**src/rtl/bird_pkg.sv**
```systemverilog
// bird_pkg: shared types and constants for the bird vertical-motion engine.
//   state_t    game state encoding seen on bird_physics.state
//   POS_FRAC   fractional bits of the Q11.4 position
//   POS_W      position register width
//   VEL_W      signed velocity width
//   SUM_W      signed width of the position + velocity intermediate
//   fall_step  gravity step with terminal-velocity saturation
package bird_pkg;

  typedef enum logic [1:0] {
    READY  = 2'd0,
    FLYING = 2'd1,
    DEAD   = 2'd2
  } state_t;

  localparam int POS_FRAC = 4;
  localparam int POS_W    = 15;
  localparam int VEL_W    = 8;
  localparam int SUM_W    = 17;

  // Add gravity to the velocity and clamp at terminal velocity. One extra
  // bit of headroom keeps the intermediate sum from wrapping.
  function automatic logic signed [VEL_W-1:0] fall_step(
    input logic signed [VEL_W-1:0] vel,
    input logic signed [VEL_W:0]   grav,
    input logic signed [VEL_W:0]   lim
  );
    logic signed [VEL_W:0] sum;
    sum = $signed({vel[VEL_W-1], vel}) + grav;
    if (sum > lim) begin
      fall_step = lim[VEL_W-1:0];
    end else begin
      fall_step = sum[VEL_W-1:0];
    end
  endfunction

endpackage

```
**src/rtl/bird_click_latch.sv**
```systemverilog
// bird_click_latch: remembers a flap request until the next frame tick.
//   clk    in   system clock
//   rst    in   synchronous active-high reset
//   set    in   1-cycle click request
//   clear  in   frame tick, consumes the stored request
//   flush  in   drop any stored request (game reset, death)
//   take   out  request visible to the current tick (stored or arriving now)
module bird_click_latch (
  input  logic clk,
  input  logic rst,
  input  logic set,
  input  logic clear,
  input  logic flush,
  output logic take
);

  logic pending_r;

  // Stored-request flag; a click arriving on the tick cycle is consumed by
  // that tick through 'take', so the flag clears rather than sets.
  always_ff @(posedge clk) begin
    if (rst) begin
      pending_r <= 1'b0;
    end else if (flush) begin
      pending_r <= 1'b0;
    end else if (clear) begin
      pending_r <= 1'b0;
    end else if (set) begin
      pending_r <= 1'b1;
    end else begin
      pending_r <= pending_r;
    end
  end

  assign take = pending_r | set;

endmodule

```
**src/rtl/bird_physics.sv**
```systemverilog
// bird_physics: per-frame gravity/flap integrator and game state for the bird.
//   clk          in   system clock
//   rst          in   synchronous active-high reset
//   click_pulse  in   1-cycle flap request
//   frame_tick   in   1-cycle pulse once per frame
//   collide      in   level from the collision detector
//   game_reset   in   1-cycle pulse, return to READY
//   bird_y       out  bird top row, integer px
//   bird_vel     out  signed velocity, 1/16 px/frame
//   state        out  game state
//   flap_evt     out  pulse in the cycle a flap velocity first shows on bird_vel
//   dead         out  high while in DEAD
// Optional feature macro: FLAP_COOLDOWN_EN (flap lockout for COOLDOWN_FRAMES
// ticks after each flap; COOLDOWN_FRAMES exists only when it is defined).
module bird_physics
  import bird_pkg::*;
#(
  parameter int SCREEN_H = 768,
  parameter int BIRD_H   = 32,
  parameter int Y_START  = 368,
  parameter int GRAVITY  = 6,
  parameter int FLAP_VEL = -72,
  parameter int MAX_FALL = 112
`ifdef FLAP_COOLDOWN_EN
  ,
  parameter int COOLDOWN_FRAMES = 4
`endif
) (
  input  logic                       clk,
  input  logic                       rst,
  input  logic                       click_pulse,
  input  logic                       frame_tick,
  input  logic                       collide,
  input  logic                       game_reset,
  output logic [POS_W-POS_FRAC-1:0]  bird_y,
  output logic [VEL_W-1:0]           bird_vel,
  output state_t                     state,
  output logic                       flap_evt,
  output logic                       dead
);

  localparam logic [POS_W-1:0]        POS_START = POS_W'(Y_START << POS_FRAC);
  localparam logic signed [SUM_W-1:0] POS_FLOOR = SUM_W'((SCREEN_H - BIRD_H) << POS_FRAC);
  localparam logic signed [VEL_W-1:0] VEL_FLAP  = VEL_W'(FLAP_VEL);
  localparam logic signed [VEL_W:0]   VEL_GRAV  = (VEL_W+1)'(GRAVITY);
  localparam logic signed [VEL_W:0]   VEL_MAX   = (VEL_W+1)'(MAX_FALL);

  state_t                  state_r, state_next;
  logic [POS_W-1:0]        pos_r, pos_next;
  logic signed [VEL_W-1:0] vel_r, vel_next;
  logic                    flap_evt_r, flap_evt_next;
  logic                    dead_r, dead_next;

  logic                    take;
  logic                    flush;
  logic                    blocked;
  logic                    do_flap;
  logic                    tick_applies;

  logic signed [VEL_W-1:0] vel_cand;
  logic signed [SUM_W-1:0] pos_sum;
  logic                    phys_ceiling;
  logic                    phys_floor;
  logic [POS_W-1:0]        phys_pos;
  logic signed [VEL_W-1:0] phys_vel;

  bird_click_latch u_click_latch (
    .clk   (clk),
    .rst   (rst),
    .set   (click_pulse),
    .clear (frame_tick),
    .flush (flush),
    .take  (take)
  );

`ifdef FLAP_COOLDOWN_EN
  localparam int CD_W = (COOLDOWN_FRAMES > 1) ? $clog2(COOLDOWN_FRAMES + 1) : 1;

  logic [CD_W-1:0] cd_r, cd_next;

  // Cooldown counter next value: loads on a flap, counts ticks down to zero.
  always_comb begin
    if (game_reset || (state_next == DEAD)) begin
      cd_next = {CD_W{1'b0}};
    end else if (tick_applies && do_flap) begin
      cd_next = CD_W'(COOLDOWN_FRAMES);
    end else if (tick_applies && (cd_r != {CD_W{1'b0}})) begin
      cd_next = cd_r - CD_W'(1);
    end else begin
      cd_next = cd_r;
    end
  end

  // Cooldown counter register.
  always_ff @(posedge clk) begin
    if (rst) begin
      cd_r <= {CD_W{1'b0}};
    end else begin
      cd_r <= cd_next;
    end
  end

  assign blocked = (cd_r != {CD_W{1'b0}});
`else
  assign blocked = 1'b0;
`endif

  // Candidate physics update for a tick; a blocked click falls back to gravity.
  always_comb begin
    do_flap = take & ~blocked;
    if (do_flap) begin
      vel_cand = VEL_FLAP;
    end else begin
      vel_cand = fall_step(vel_r, VEL_GRAV, VEL_MAX);
    end
    pos_sum = $signed({{(SUM_W-POS_W){1'b0}}, pos_r})
            + $signed({{(SUM_W-VEL_W){vel_cand[VEL_W-1]}}, vel_cand});
    phys_ceiling = pos_sum[SUM_W-1];
    phys_floor   = ~phys_ceiling & (pos_sum >= POS_FLOOR);
    if (phys_ceiling) begin
      // Hitting the top stops the bird dead against the ceiling.
      phys_pos = {POS_W{1'b0}};
      phys_vel = {VEL_W{1'b0}};
    end else if (phys_floor) begin
      phys_pos = POS_FLOOR[POS_W-1:0];
      phys_vel = vel_cand;
    end else begin
      phys_pos = pos_sum[POS_W-1:0];
      phys_vel = vel_cand;
    end
  end

  // Game state register.
  always_ff @(posedge clk) begin
    if (rst) begin
      state_r <= READY;
    end else begin
      state_r <= state_next;
    end
  end

  // Next-state logic; game_reset outranks every other input.
  always_comb begin
    state_next   = state_r;
    tick_applies = 1'b0;
    if (game_reset) begin
      state_next = READY;
    end else begin
      case (state_r)
        READY: begin
          if (frame_tick && take) begin
            tick_applies = 1'b1;
            state_next   = phys_floor ? DEAD : FLYING;
          end else begin
            state_next = READY;
          end
        end
        FLYING: begin
          // Collision discards any tick update landing in the same cycle.
          if (collide) begin
            state_next = DEAD;
          end else if (frame_tick) begin
            tick_applies = 1'b1;
            state_next   = phys_floor ? DEAD : FLYING;
          end else begin
            state_next = FLYING;
          end
        end
        DEAD: begin
          state_next = DEAD;
        end
        default: begin
          state_next = READY;
        end
      endcase
    end
  end

  // Next values of the registered outputs and the click-latch flush.
  always_comb begin
    pos_next      = pos_r;
    vel_next      = vel_r;
    flap_evt_next = 1'b0;
    if (game_reset) begin
      pos_next = POS_START;
      vel_next = {VEL_W{1'b0}};
    end else if (tick_applies) begin
      pos_next = phys_pos;
      vel_next = phys_vel;
      // A flap zeroed by the ceiling never shows on bird_vel, so no event.
      flap_evt_next = do_flap & ~phys_ceiling;
    end else begin
      pos_next = pos_r;
      vel_next = vel_r;
    end
    dead_next = (state_next == DEAD);
    flush     = game_reset | (state_r == DEAD) | (state_next == DEAD);
  end

  // Datapath and output registers.
  always_ff @(posedge clk) begin
    if (rst) begin
      pos_r      <= POS_START;
      vel_r      <= {VEL_W{1'b0}};
      flap_evt_r <= 1'b0;
      dead_r     <= 1'b0;
    end else begin
      pos_r      <= pos_next;
      vel_r      <= vel_next;
      flap_evt_r <= flap_evt_next;
      dead_r     <= dead_next;
    end
  end

  assign bird_y   = pos_r[POS_W-1:POS_FRAC];
  assign bird_vel = vel_r;
  assign state    = state_r;
  assign flap_evt = flap_evt_r;
  assign dead     = dead_r;

endmodule

```
**config.mk**
```make
export PLATFORM = sky130hd
export DESIGN_NAME = bird_physics
export DESIGN_NICKNAME = d
export VERILOG_FILES = /design/src/rtl/bird_pkg.sv /design/src/rtl/bird_click_latch.sv /design/src/rtl/bird_physics.sv
export SDC_FILE = /design/constraint.sdc
export NUM_CORES = 1
export LEC_CHECK = 0
export CELL_PAD_IN_SITES_DETAIL_PLACEMENT = 0
export CELL_PAD_IN_SITES_GLOBAL_PLACEMENT = 2
export CORE_ASPECT_RATIO = 1.5
export CORE_MARGIN = 3
export CORE_UTILIZATION = 35
export DETAILED_ROUTE_END_ITERATION = 10
export PLACE_DENSITY_LB_ADDON = 0.1
export SLEW_MARGIN = 25
export SYNTH_ARGS = -nofsm -noshare
export SYNTH_HDL_FRONTEND = slang
export SYNTH_SLANG_ARGS = --single-unit
```
**constraint.sdc**
```tcl
create_clock -name clk -period 12.2 [get_ports clk]
set_input_delay 2.44 -clock clk [delete_from_list [all_inputs] [get_ports clk]]
set_output_delay 2.44 -clock clk [all_outputs]
set_load 0.01 [all_outputs]
```
# After elaboration in Yosys (flattened, before gate mapping)
# Cells that the tools add are included.
[totals] register_bits=28 latch_bits=0 ramBits=0 rom_bits=0 input_bits=6 out_inout_bits=23 elab_cells=41 memories=0
[op_classes] addsub=2 n_mul=0 div=0 n_lt_le_gt_ge=2 n_eq_ne=3 n_shift=0 muxes=16 bitwise=7 reduce_logical=5
[op_table] operator="$mux W15" n=2
[op_table] operator="$mux W8" n=3
[op_table] operator="$add A16 B8 Y17" n=1
[op_table] operator="$ge A17 B15 Y1 const B" n=1
[op_table] operator="$mux W2" n=5
[op_table] operator="$add A8 B4 Y9 const B" n=1
[op_table] operator="$gt A9 B8 Y1 const B" n=1
[op_table] operator="$pmux W2 S3" n=1
[op_table] operator="$reduce_or A3 Y1" n=2
[op_table] operator="$eq A2 B2 Y1 const B" n=2
[op_table] operator="$mux W1" n=4
[op_table] operator="$or A1 B1 Y1" n=3
[op_table] operator="$and A1 B1 Y1" n=2
[op_table] operator="$eq A2 B1 Y1 const B" n=1
[op_table] operator="$logic_not A2 Y1" n=1
[op_table] operator="$not A1 Y1" n=2
[op_table] operator="$pmux W1 S2" n=1
[op_table] operator="$reduce_or A2 Y1" n=1
[op_table] operator="$logic_and A1 B1 Y1" n=1

# Longest topological paths before layout
# Gate-level depths: netlist of run 1.
[logic_depth] ltp_word=15 ltp_mapped=22 mapped_depth_nobuf=22

# Cells and area by module
# From an unflattened synthesis of run 1, not the netlist that was laid out.
[unflattened] hier_cells=264 hier_area_um2=2238.4
[modules_own_cells] module="bird_physics" n_inst=1 cells_each=261 area_per_inst_um2=2185.8 seq_area_each_um2=540.5
[modules_own_cells] module="bird_click_latch" n_inst=1 cells_each=3 area_per_inst_um2=52.6 seq_area_each_um2=20.0

# Worst setup path before layout of run 1
# Ideal clock, no wire load.
[synth_path] path_kind="input port to flip-flop" from="input port click_pulse" to="register vel_r[1] (netlist: bird_vel[1])" setup_ns=0.070 arrival_ns=5.445 required_time_ns=12.130 path_slack_ns=6.685 stages=15 n_path_buf=1 path_cell_list="or2_2 > a21oi_1 > inv_1 > ha_1 > a21oi_1 > o21ai_0 > o2111ai_1 > nand2_1 > a21o_1 > a21o_1 > ha_1 > nor2_1 > clkbuf_1 > nand4_1 > a21oi_1"
[synth_between] elab_chain_cells=5 elab_cells_between_ends=8 classes_between="add/sub: 1; mux: 5; bitwise: 1; reduce/logical: 1"
[synth_lines] item="from (decl)" line_no="bird_physics.sv:31" source="input logic click_pulse,"
[synth_lines] item="$or A1 B1 Y1 (*)" line_no="bird_click_latch.sv:35" source="assign take = pending_r | set;"
[synth_lines] item="branches (longest 4 deep; another with $add A16 B8 Y17)"
[synth_lines] item="to (signal assigned)" line_no="bird_physics.sv:204" source="vel_r <= {VEL_W{1'b0}};"
[synth_lines] item="to (signal assigned)" line_no="bird_physics.sv:209" source="vel_r <= vel_next;"
[synth_lines] item="to (decl)" line_no="bird_physics.sv:50" source="logic signed [VEL_W-1:0] vel_r, vel_next;"
# Mark *: on every way between the ends.
# A chain may end at the register's enable or synchronous reset.

# Final worst setup path of run 1
[layout_path] from="input port click_pulse" to="register dead_r (netlist: dead)"
[layout_between] elab_chain_cells=11 elab_cells_between_ends=14 classes_between="add/sub: 1; order compare: 1; eq/ne: 1; mux: 7; bitwise: 3; reduce/logical: 1"
[layout_lines] item="$or A1 B1 Y1 (*)" line_no="bird_click_latch.sv:35"
[layout_lines] item="$mux W8" line_no="bird_physics.sv:111" source="if (do_flap) begin"
[layout_lines] item="$add A16 B8 Y17" line_no="bird_physics.sv:117" source="+ $signed({{(SUM_W-VEL_W){vel_cand[VEL_W-1]}}, vel_cand});"
[layout_lines] item="$ge A17 B15 Y1 / $not A1 Y1 (equally long branches)" line_no="bird_physics.sv:119" source="phys_floor = ~phys_ceiling & (pos_sum >= POS_FLOOR);"
[layout_lines] item="$and A1 B1 Y1" line_no="bird_physics.sv:119"
[layout_lines] item="$mux W2" line_no="bird_physics.sv:153, bird_physics.sv:164"
[layout_lines] item="$mux W2" line_no="bird_physics.sv:162" source="end else if (frame_tick) begin"
[layout_lines] item="$mux W2" line_no="bird_physics.sv:160" source="if (collide) begin"
[layout_lines] item="$pmux W2 S3 (*)" line_no="bird_physics.sv:149" source="case (state_r)"
[layout_lines] item="$mux W2 (*)" line_no="bird_physics.sv:146" source="if (game_reset) begin"
[layout_lines] item="$eq A2 B2 Y1 (*)" line_no="bird_physics.sv:196" source="dead_next = (state_next == DEAD);"
[layout_lines] item="to (signal assigned)" line_no="bird_physics.sv:211" source="dead_r <= dead_next;"
[layout_lines] item="to (decl)" line_no="bird_physics.sv:52" source="logic dead_r, dead_next;"
# Mark *: on every way between the ends. The rest lies on a longest branch, timed or not.

==> results of run 1 <==
final cells by class:
cell class	count	area share (%)
multi-input cells	218	58.1
flip-flops and latches	28	22.5
repair buffers	29	11.6
well taps	72	3.62
clock buffers	3	1.66
inverters	9	1.36
clock inverters	1	1.21
critical path, stage by stage:
cell and delay (ps):
clkdlybuf4s50_1 410, nor2_1 510, o21ai_0 180, a31oi_1 270, ha_1 350, a2111oi_1 620
a21oi_1 120, a31oi_1 290, a31oi_1 150, xnor2_1 150, a21oi_1 690, buf_4 300
a221oi_2 80, o31a_1 310
logic make-up (layout without fill, tap and decap cells):
family,after synthesis,in the layout
AOI/OAI and AO/OA,87,87
xor gates and xnor gates,15,15
adders and majority gates,19,19
buffers and inverters,27,42
DFF,28,28
muxes,2,2
and+or+nand+nor,95,95
layer usage:
layer / up-vias / global-route usage [%] / part of all wire (%)
met2: 25 / 34.0 / 53
met3: 2 / 1.57 / 1.9
met4: 0 / 3.69 / 0.59
li1: 1034 / - / -
met5: - / 0 / 0
met1: 933 / 21.5 / 45
sequential cells by signal, indices dropped and copies added (netlist names):
signal / flops
pos_r: 15
bird_vel: 8
state: 2
dead: 1
flap_evt: 1
u_click_latch.pending_r: 1
metrics by stage:
stage / utilization, % / instances
global placement: 41.2 / 356
detailed placement: 41.2 / 356
finish: 42.4 / 360
CTS: 42.4 / 360
floorplan: - / 273
global route: 42.4 / 360
cell usage in the layout, fill, tap and decap left out, types with 2 or more instances in the layout:
cell type / count
nand2_1: 33
a21oi_1: 30
dfxtp_1: 28
clkdlybuf4s50_1: 28
ha_1: 18
o21ai_0: 15
nor2_1: 14
nand4_1: 10
inv_1: 9
xnor2_1: 9
a21o_1: 8
and3_1: 6
xor2_1: 6
nor3_1: 5
a31oi_1: 5
or2_2: 5
nor2b_1: 4
o31a_1: 4
or3_1: 3
a211oi_1: 3
nand3_1: 3
o2111ai_1: 3
nor4_1: 3
clkbuf_8: 3
and2_1: 2
o21a_1: 2
and3b_1: 2
o211ai_1: 2
mux2i_1: 2
nor3b_1: 2
o21ai_1: 2
a32o_1: 2
report_power, final:
| group | leakage (nW) | switching [mW] | total, mW | internal, mW |
|---|---|---|---|---|
| registers | 0.226 | 0.00156 | 0.0946 | 0.0930 |
| clock network | 0.0357 | 0.0318 | 0.0758 | 0.0440 |
| logic | 0.693 | 0.0354 | 0.0564 | 0.0210 |
how the worst max path moves through the flow:
stage | from | end | slack, ps | cells after the start
2_1_floorplan | click_pulse | bird_vel[1] | 6680 | 15
6_report | click_pulse | dead | 5470 | 14
5_1_grt | click_pulse | dead | 5040 | 14
3_3_place_gp | click_pulse | dead | 5130 | 14
4_1_cts | click_pulse | dead | 5490 | 14
3_5_place_dp | click_pulse | dead | 5190 | 14
==> insert_results.sql, run 1 <==
INSERT INTO impl_metrics (metric_group, metric, value, unit) VALUES
('logic_synthesis', 'synth_fa_ha_area_share', '11.4', '%'),
('final_layout', 'stdcell_area', '0.00249', 'mm2'),
('logic_synthesis', 'synth.cell_area', '0.00215', 'mm2'),
('floorplan', 'die_h', '102', 'um'),
('logic_synthesis', 'synthMostInstantiatedCell', 'nand2_1', ''),
('clock_network', 'post_cts_hold_buffer_count', '0', ''),
('logic_synthesis', 'synth_fp_nets', '298', ''),
('clock_network', 'cts_resized', '0', ''),
('route', 'drc', '0', ''),
('hold_path', 'worstHoldStart', 'pos_r[2]', ''),
('status', 'status', 'complete, no violations', ''),
('critical_path', 'reg2reg_depth', '21', ''),
('floorplan', 'die_area', '0.00714', 'mm2'),
('logic_synthesis', 'netlist_top_cells_area', 'dfxtp_1 26%, ha_1 10%, a21oi_1 7.0%', ''),
('logic_synthesis', 'synth_mux_area_share', '0.931', '%'),
('clock_network', 'tritoncts.num_buffers', '3', ''),
('logic_synthesis', 'synth-edff-count', '0', ''),
('logic_synthesis', 'largest_family_of_logic_cells_by_synthesized_area', 'compound AO/OA/AOI/OAI gates', ''),
('logic_synthesis', 'synth_cell_types', '49', ''),
('logic_synthesis', 'synth_compound_gate_area_share', '26.4', '%'),
('grt', 'antenna_found_initial', '0', ''),
('sta', 'number_of_pins_with_negative_max_slew_slack_in_the_final_report', '0', ''),
('route', 'vias', '1994', ''),
('clock_network', 'clk-insertion-delay-late', '280', 'ps'),
('final_layout', 'final_nets', '314', ''),
('sta', 'setup_ws', '5470', 'ps'),
('logic_synthesis', 'post_synth_most_frequent_cells', '33 x nand2_1, 30 x a21oi_1, 28 x dfxtp_1', ''),
('critical_path', 'worst_r2r_endpoint', 'pos_r[8]', ''),
('route', 'wl_per_cell', '17.1', 'um'),
('clock_network', 'clkTransAtPathRegs', '110', 'ps'),
('place', 'io_buffers', '28', ''),
('critical_path', 'r2r_slack', '6650', 'ps'),
('clock_network', 'postCtsSetupBuffers', '0', ''),
('job', 'cap_violations', '0', ''),
('sta', 'rsz0062_at_grt', 'no', ''),
('logic_synthesis', 'dominantRegCellSynth', 'dfxtp_1', ''),
('place', 'placed_cell_area', '0.00242', 'mm2'),
('final_layout', 'fillCellCount', '619', ''),
('grt', 'grt_pass1_wl', '10.2', 'mm'),
('sta', 'slew-limit-headroom', '37.6', '%'),
('route', 'drt_pre_antenna_iters', '4', ''),
('grt', 'grtUsageTotal', '17.7', '%'),
('sta', 'final_period_minus_worst_setup_slack', '6730', 'ps'),
('logic_synthesis', 'yosys_warnings', '0', ''),
('hold_path', 'min_delay_path_depth', '2', ''),
('power_and_ir_drop', 'total_power', '0.227', 'mW'),
('place', 'place_hpwl', '4.73', 'mm'),
('sta', 'final_worst_path_cycle_share', '55.2', '%'),
('critical_path', 'critPathRequiredTime', '12380', 'ps'),
('grt', 'via_count_of_the_first_global_routing_pass', '2030', ''),
('route', 'drtAntennaViolNets', '0', ''),
('logic_synthesis', 'yosysTopAreaCellShare', '26.1', '%'),
('logic_synthesis', 'ys_async_sr_fraction', '0', '%'),
('critical_path', 'regToRegStartpoint', 'bird_vel[1]', ''),
('sta', 'totalNegativeSetupSlack', '0', 'ps'),
('clock_network', 'cts-htree-levels', '1', ''),
('logic_synthesis', 'yosysTopAreaCell', 'dfxtp_1', ''),
('floorplan', 'start_util', '36.6', '%'),
('floorplan', 'dieWidth', '70.0', 'um'),
('route', 'vias_per_cell', '5.54', ''),
('place', 'dp_worst_setup_slack', '5190', 'ps'),
('grt', 'remaining_global_route_overflow', '0', ''),
('place', 'globalplace.congestion', '0.851', ''),
('logic_synthesis', 'synth.yosys.seq_area_share', '26.1', '%'),
('sta', 'finalClockSkew', '5.06', 'ps'),
('hold_path', 'hold_path_class', 'reg -> reg', ''),
('logic_synthesis', 'synthXorXnorAreaFrac', '6.11', '%'),
('clock_network', 'tritoncts_num_sinks', '28', ''),
('logic_synthesis', 'post_synth_inst_count', '273', ''),
('final_layout', 'layout.area.seq', '561', 'um2'),
('route', 'routed_wirelength', '6.14', 'mm');
(Power assumes the default switching activity.)
==> run 2: changes to the inputs <==
Settings changed: CORE_UTILIZATION 35 to 32.
Clock period 12.2 ns to 6.3 ns, I/O delays scaled along.
==> run 2 against run 1 <==
- hold slack got worse by 5.9 ps
- largest cell class unchanged
- critical path type is now reg -> reg
- critical path depth rose by 8
- global-route usage barely moved
- first-iteration DRC count fell by 8.0%
- setup slack got worse by 4500 ps
- wire length rose by 5.3%
==> insert_results.sql, run 2 (synthesis gave the netlist of run 1 again) <==
INSERT INTO impl_metrics (metric_group, metric, value, unit) VALUES
('floorplan', 'die_h', '106', 'um'),
('final_layout', 'final_nets', '315', ''),
('route', 'wl_per_cell', '17.7', 'um'),
('status', 'status', 'complete, no violations', ''),
('final_layout', 'final-instance-count-excl-fill', '365', ''),
('final_layout', 'area_growth', '15.5', '%'),
('critical_path', 'worst_r2r_endpoint', 'pos_r[9]', ''),
('place', 'dp_cells', '361', ''),
('clock_network', 'cts-htree-levels', '1', ''),
('critical_path', 'regToRegStartpoint', 'bird_vel[1]', ''),
('job', 'cap_violations', '0', ''),
('route', 'drt_pre_antenna_iters', '4', ''),
('route', 'vias', '2040', ''),
('floorplan', 'num_io_pins', '29', ''),
('route', 'routed_wirelength', '6.47', 'mm'),
('place', 'io_buffers', '28', ''),
('place', 'placed_cell_area', '0.00243', 'mm2'),
('hold_path', 'hold_path_class', 'reg -> reg', ''),
('floorplan', 'row_count', '36', ''),
('critical_path', 'worstSetupEndpointType', 'flop', ''),
('critical_path', 'cp_data_arrival_time', '5390', 'ps'),
('sta', 'slew-limit-headroom', '38.2', '%'),
('critical_path', 'crit_path_start_kind', 'flop', ''),
('grt', 'grtUsageTotal', '17.8', '%'),
('sta', 'number_of_pins_with_negative_max_slew_slack_in_the_final_report', '0', ''),
('route', 'vias_per_cell', '5.59', ''),
('sta', 'max_freq', '189', 'MHz'),
('route', 'drt_first_iter_violations', '127', ''),
('grt', 'remaining_global_route_overflow', '0', ''),
('floorplan', 'core_area', '0.00653', 'mm2'),
('route', 'drtAntennaViolNets', '0', ''),
('final_layout', 'layout_commonest_cell', 'nand2_1', ''),
('clock_network', 'tritoncts_num_sinks', '28', ''),
('clock_network', 'clkTransAtPathRegs', '110', 'ps'),
('floorplan', 'die_area', '0.00776', 'mm2'),
('sta', 'totalNegativeSetupSlack', '0', 'ps'),
('clock_network', 'tritoncts.num_buffers', '3', ''),
('power_and_ir_drop', 'max-vdd-ir-drop', '0.0926', 'mV'),
('grt', 'antenna_found_initial', '0', ''),
('hold_path', 'worstHoldStart', 'pos_r[3]', ''),
('power_and_ir_drop', 'p_leak', '0.954', 'nW'),
('sta', 'final_period_minus_worst_setup_slack', '5300', 'ps'),
('final_layout', 'stdcell_area', '0.00248', 'mm2'),
('critical_path', 'r2r_slack', '1000', 'ps'),
('sta', 'timing_worst_slew_pin_value', '926', 'ps'),
('sta', 'hold_slack', '462', 'ps'),
('clock_network', 'tritoncts', 'built', ''),
('floorplan', 'start_util', '32.9', '%'),
('critical_path', 'critPathRequiredTime', '6390', 'ps'),
('floorplan', 'dieWidth', '72.9', 'um'),
('clock_network', 'post_cts_hold_buffer_count', '0', ''),
('hold_path', 'hold-path-endpoint', 'pos_r[3]', ''),
('power_and_ir_drop', 'cellPowerDensity', '166', 'mW/mm2'),
('critical_path', 'timing_worst_setup_path_type', 'reg -> reg', ''),
('clock_network', 'clk-insertion-delay-late', '280', 'ps'),
('place', 'globalplace.congestion', '0.805', ''),
('critical_path', 'reg2reg_depth', '22', ''),
('sta', 'finalClockSkew', '3.90', 'ps'),
('sta', 'rsz0062_at_grt', 'no', ''),
('final_layout', 'most_used_cells_in_the_layout_excluding_fill_and_tap_cells', '33 x nand2_1, 30 x a21oi_1, 28 x dfxtp_1, 28 x clkdlybuf4s50_1, 18 x ha_1', ''),
('grt', 'via_count_of_the_first_global_routing_pass', '2141', ''),
('clock_network', 'cts_resized', '0', ''),
('grt', 'grt_start_max_net_pins', '21', ''),
('place', 'place_hpwl', '4.97', 'mm'),
('sta', 'setup_viol_count_final', '0', ''),
('clock_network', 'cts_buffer_depth', '2', ''),
('final_layout', 'regMostFlops', 'pos_r', ''),
('sta', 'final_worst_path_cycle_share', '84.1', '%'),
('route', 'drc', '0', ''),
('hold_path', 'min_delay_path_depth', '2', ''),
('final_layout', 'antenna_cells', '0', ''),
('clock_network', 'cts_root_buf', 'clkbuf_8', ''),
('final_layout', 'final_layout_size_suffix_gt1_share', '4.50', '%'),
('grt', 'grt_pass1_wl', '10.9', 'mm'),
('clock_network', 'postCtsSetupBuffers', '0', ''),
('critical_path', 'path_max_fanout', '8', ''),
('final_layout', 'largest_register_ff_count', '15', ''),
('sta', 'hold_violations', '0', '');
-- run 2: worst max-delay path: stages (launching register included) --
cell and delay (ps):
dfxtp_1 440, inv_1 120, ha_1 320, nand2b_1 70, or3_1 300, a21oi_1 160
a211oi_1 80, o311ai_2 520, nand2_1 230, nor2_1 220, ha_1 310, a21oi_1 200
nand4b_1 160, a21oi_1 150, o2111ai_1 360, nand2_1 100, a21o_1 180, a21o_1 190
ha_1 340, inv_1 110, nand2_1 240, a21o_1 140, o2111ai_1 150
-- run 2: how the worst max path moves through the flow --
stage / end / depth (start not counted) / start / slack (ps)
CTS: pos_r[9] / 22 / bird_vel[1] / 930
floorplan: bird_vel[1] / 22 / bird_vel[1] / 1760
detailed placement: pos_r[9] / 17 / click_pulse / 790
global route: pos_r[9] / 22 / bird_vel[1] / 440
finish: pos_r[9] / 22 / bird_vel[1] / 1000
global placement: pos_r[9] / 17 / click_pulse / 760
-- run 2: metal layers --
layer / share of wire [%] / global-route usage, % / vias up
li1: - / - / 1030
met1: 44 / 21.6 / 970
met2: 53 / 32.0 / 32
met3: 1.5 / 1.42 / 8
met4: 2.3 / 5.80 / 0
met5: 0 / 0 / -
-- run 2: cell type report --
class | instances | area [um2]
fillers | 694 | 4050
flip-flops and latches | 28 | 561
well taps | 76 | 95.1
repair buffers | 30 | 295
inverters | 9 | 33.8
multi-input cells | 218 | 1450
clock buffers | 4 | 55.1
-- run 2: metrics by stage --
| step | power [mW] | worst slack [ps] | utilization [%] |
|---|---|---|---|
| global route | 0.437 | 443 | 38.0 |
| detailed placement | 0.298 | 790 | 37.2 |
| global placement | 0.300 | 759 | 37.2 |
| finish | 0.412 | 1000 | 38.0 |
| CTS | 0.417 | 932 | 38.0 |
| floorplan | 0.265 | 1760 | - |
-- run 2: where the power goes --
group / internal [mW] / total (mW) / switching (mW)
logic: 0.0413 / 0.110 / 0.0690
registers: 0.180 / 0.183 / 0.00312
clock network: 0.0561 / 0.118 / 0.0619
total: 0.277 / 0.412 / 0.134
==> run 3: changes to the inputs <==
Clock period 6.3 ns to 5.4 ns, I/O delays scaled along.
==> run 3 against run 2 <==
- clock skew up 4.3 ps
- wire length fell by 0.59%
- power grew 28%
- final cell count up 3.0%
- critical path type unchanged
- largest cell class unchanged
==> insert_results.sql, run 3 (synthesis gave the netlist of run 1 again) <==
INSERT INTO impl_metrics (metric_group, metric, value, unit) VALUES
('status', 'status', 'complete, no violations', ''),
('critical_path', 'critPathRequiredTime', '5590', 'ps'),
('power_and_ir_drop', 'cellPowerDensity', '205', 'mW/mm2'),
('grt', 'via_count_of_the_first_global_routing_pass', '2048', ''),
('floorplan', 'num_io_pins', '29', ''),
('hold_path', 'hold_path_class', 'reg -> reg', ''),
('clock_network', 'cts_root_buf', 'clkbuf_8', ''),
('sta', 'setup_viol_count_final', '0', ''),
('grt', 'remaining_global_route_overflow', '0', ''),
('place', 'globalplace.congestion', '0.832', ''),
('sta', 'timing_worst_slew_pin_value', '838', 'ps'),
('critical_path', 'slowest_cell_delay_on_critical_path', '550', 'ps'),
('final_layout', 'most_used_cells_in_the_layout_excluding_fill_and_tap_cells', '33 x nand2_1, 30 x a21oi_1, 28 x dfxtp_1, 28 x clkdlybuf4s50_1, 18 x ha_1', ''),
('hold_path', 'min_delay_path_depth', '2', ''),
('job', 'cap_violations', '0', ''),
('final_layout', 'regMostFlops', 'pos_r', ''),
('clock_network', 'cts-htree-levels', '1', ''),
('route', 'drtAntennaViolNets', '0', ''),
('critical_path', 'timing_worst_setup_path_type', 'reg -> reg', ''),
('sta', 'final_worst_path_cycle_share', '92.2', '%'),
('clock_network', 'tritoncts', 'built', ''),
('place', 'io_buffers', '28', ''),
('floorplan', 'core_area', '0.00653', 'mm2'),
('floorplan', 'start_util', '32.9', '%'),
('clock_network', 'cts_resized', '0', ''),
('power_and_ir_drop', 'p_leak', '1.01', 'nW'),
('sta', 'number_of_pins_with_negative_max_slew_slack_in_the_final_report', '0', ''),
('grt', 'grtUsageTotal', '17.3', '%'),
('route', 'routed_wirelength', '6.43', 'mm'),
('sta', 'rsz0062_at_grt', 'no', ''),
('floorplan', 'row_count', '36', ''),
('sta', 'slew-limit-headroom', '43.9', '%'),
('sta', 'finalClockSkew', '8.19', 'ps'),
('route', 'vias_per_cell', '5.54', ''),
('clock_network', 'clk-insertion-delay-late', '290', 'ps'),
('sta', 'totalNegativeSetupSlack', '0', 'ps'),
('critical_path', 'critPathSlowestCell', 'o311ai_2', ''),
('floorplan', 'die_h', '106', 'um'),
('clock_network', 'cts_buffer_depth', '2', ''),
('floorplan', 'dieWidth', '72.9', 'um'),
('critical_path', 'reg2reg_depth', '22', ''),
('route', 'wl_per_cell', '17.1', 'um'),
('final_layout', 'area_growth', '20.1', '%'),
('final_layout', 'layout_commonest_cell', 'nand2_1', ''),
('final_layout', 'antenna_cells', '0', ''),
('route', 'drt_pre_antenna_iters', '4', ''),
('grt', 'antenna_found_initial', '0', ''),
('sta', 'hold_violations', '0', ''),
('clock_network', 'postCtsSetupBuffers', '0', ''),
('final_layout', 'final_layout_size_suffix_gt1_share', '8.00', '%'),
('critical_path', 'worstSetupEndpointType', 'flop', ''),
('power_and_ir_drop', 'max-vdd-ir-drop', '0.0943', 'mV'),
('grt', 'grt_pass1_wl', '10.5', 'mm'),
('clock_network', 'tritoncts_num_sinks', '28', ''),
('clock_network', 'clkTransAtPathRegs', '110', 'ps'),
('critical_path', 'path_max_fanout', '8', ''),
('clock_network', 'tritoncts.num_buffers', '3', ''),
('clock_network', 'post_cts_hold_buffer_count', '0', ''),
('critical_path', 'crit_path_start_kind', 'flop', ''),
('place', 'place_hpwl', '4.96', 'mm'),
('critical_path', 'critical_path.cell_chain', 'inv_1 > ha_1 > nand2b_1 > or3_1 > a21oi_1 > a211oi_1 > o311ai_2 > nand3_1 > ha_1 > a21o_1 > a21oi_1 > a21oi_1 > o2111ai_1 > nand2_1 > a21o_1 > a21o_1 > ha_1 > inv_1 > buf_4 > nand2_1 > a221oi_2 > o31a_1', ''),
('grt', 'grt_start_max_net_pins', '21', ''),
('route', 'drc', '0', ''),
('critical_path', 'cp_data_arrival_time', '5170', 'ps'),
('final_layout', 'largest_register_ff_count', '15', ''),
('sta', 'final_period_minus_worst_setup_slack', '4980', 'ps'),
('final_layout', 'final_nets', '326', ''),
('final_layout', 'stdcell_area', '0.00258', 'mm2'),
('floorplan', 'die_area', '0.00776', 'mm2'),
('place', 'placed_cell_area', '0.00251', 'mm2'),
('route', 'vias', '2083', ''),
('route', 'drt_first_iter_violations', '77', ''),
('sta', 'max_freq', '201', 'MHz');
run 3: cell count changes in the layout (fill, tap and decap cells not counted), sizes merged:
cell / delta
buf: +11
bufinv: +1
clkbuf: -1
run 3: power breakdown:
group | total [mW] | internal, mW | switching (mW)
Clock | 0.176 | 0.0995 | 0.0764
Sequential | 0.214 | 0.210 | 0.00343
Combinational | 0.139 | 0.0564 | 0.0828
Total | 0.529 | 0.366 | 0.163
run 3: worst paths after layout:
kind          startpoint  slack, ps       end
min             pos_r[2]        470  pos_r[2]
max reg2reg  bird_vel[2]        420  state[1]
min reg2reg     pos_r[2]        470  pos_r[2]
max          bird_vel[2]        420  state[1]
run 3: metal layers:
| metal | vias up | global-route usage [%] | routed length, um |
|---|---|---|---|
| li1 | 1055 | - | - |
| met2 | 26 | 30.8 | 3390 |
| met5 | - | 0 | 0 |
| met4 | 0 | 4.09 | 54 |
| met3 | 4 | 1.80 | 131 |
| met1 | 998 | 21.9 | 2850 |
run 3: area by class of cell:
class,count,area [um2]
flip-flops and latches,28,561
fillers,676,3950
repair buffers,41,378
clock buffers,3,41.3
clock inverters,1,30.0
inverters,9,33.8
multi-input cells,218,1450
well taps,76,95.1
run 3: metrics by stage:
step	worst slack, ps	util [%]	hold WS [ps]	total power [mW]	cells
finish	423	39.6	466	0.529	376
global placement	298	38.5	446	0.360	372
CTS	398	39.6	469	0.537	376
global route	35.6	39.6	492	0.559	376
detailed placement	260	38.5	453	0.358	372
floorplan	858	-	436	0.309	273
run 3: worst max-delay path: cells and delay by family, from the launching register on:
family | cells | cell delay, ps
buffers and inverters | 3 | 290
adder cells (fa/ha/maj) | 3 | 1050
AND/OR/NAND/NOR | 5 | 810
flip-flops | 1 | 390
AO/OA/AOI/OAI | 11 | 2330
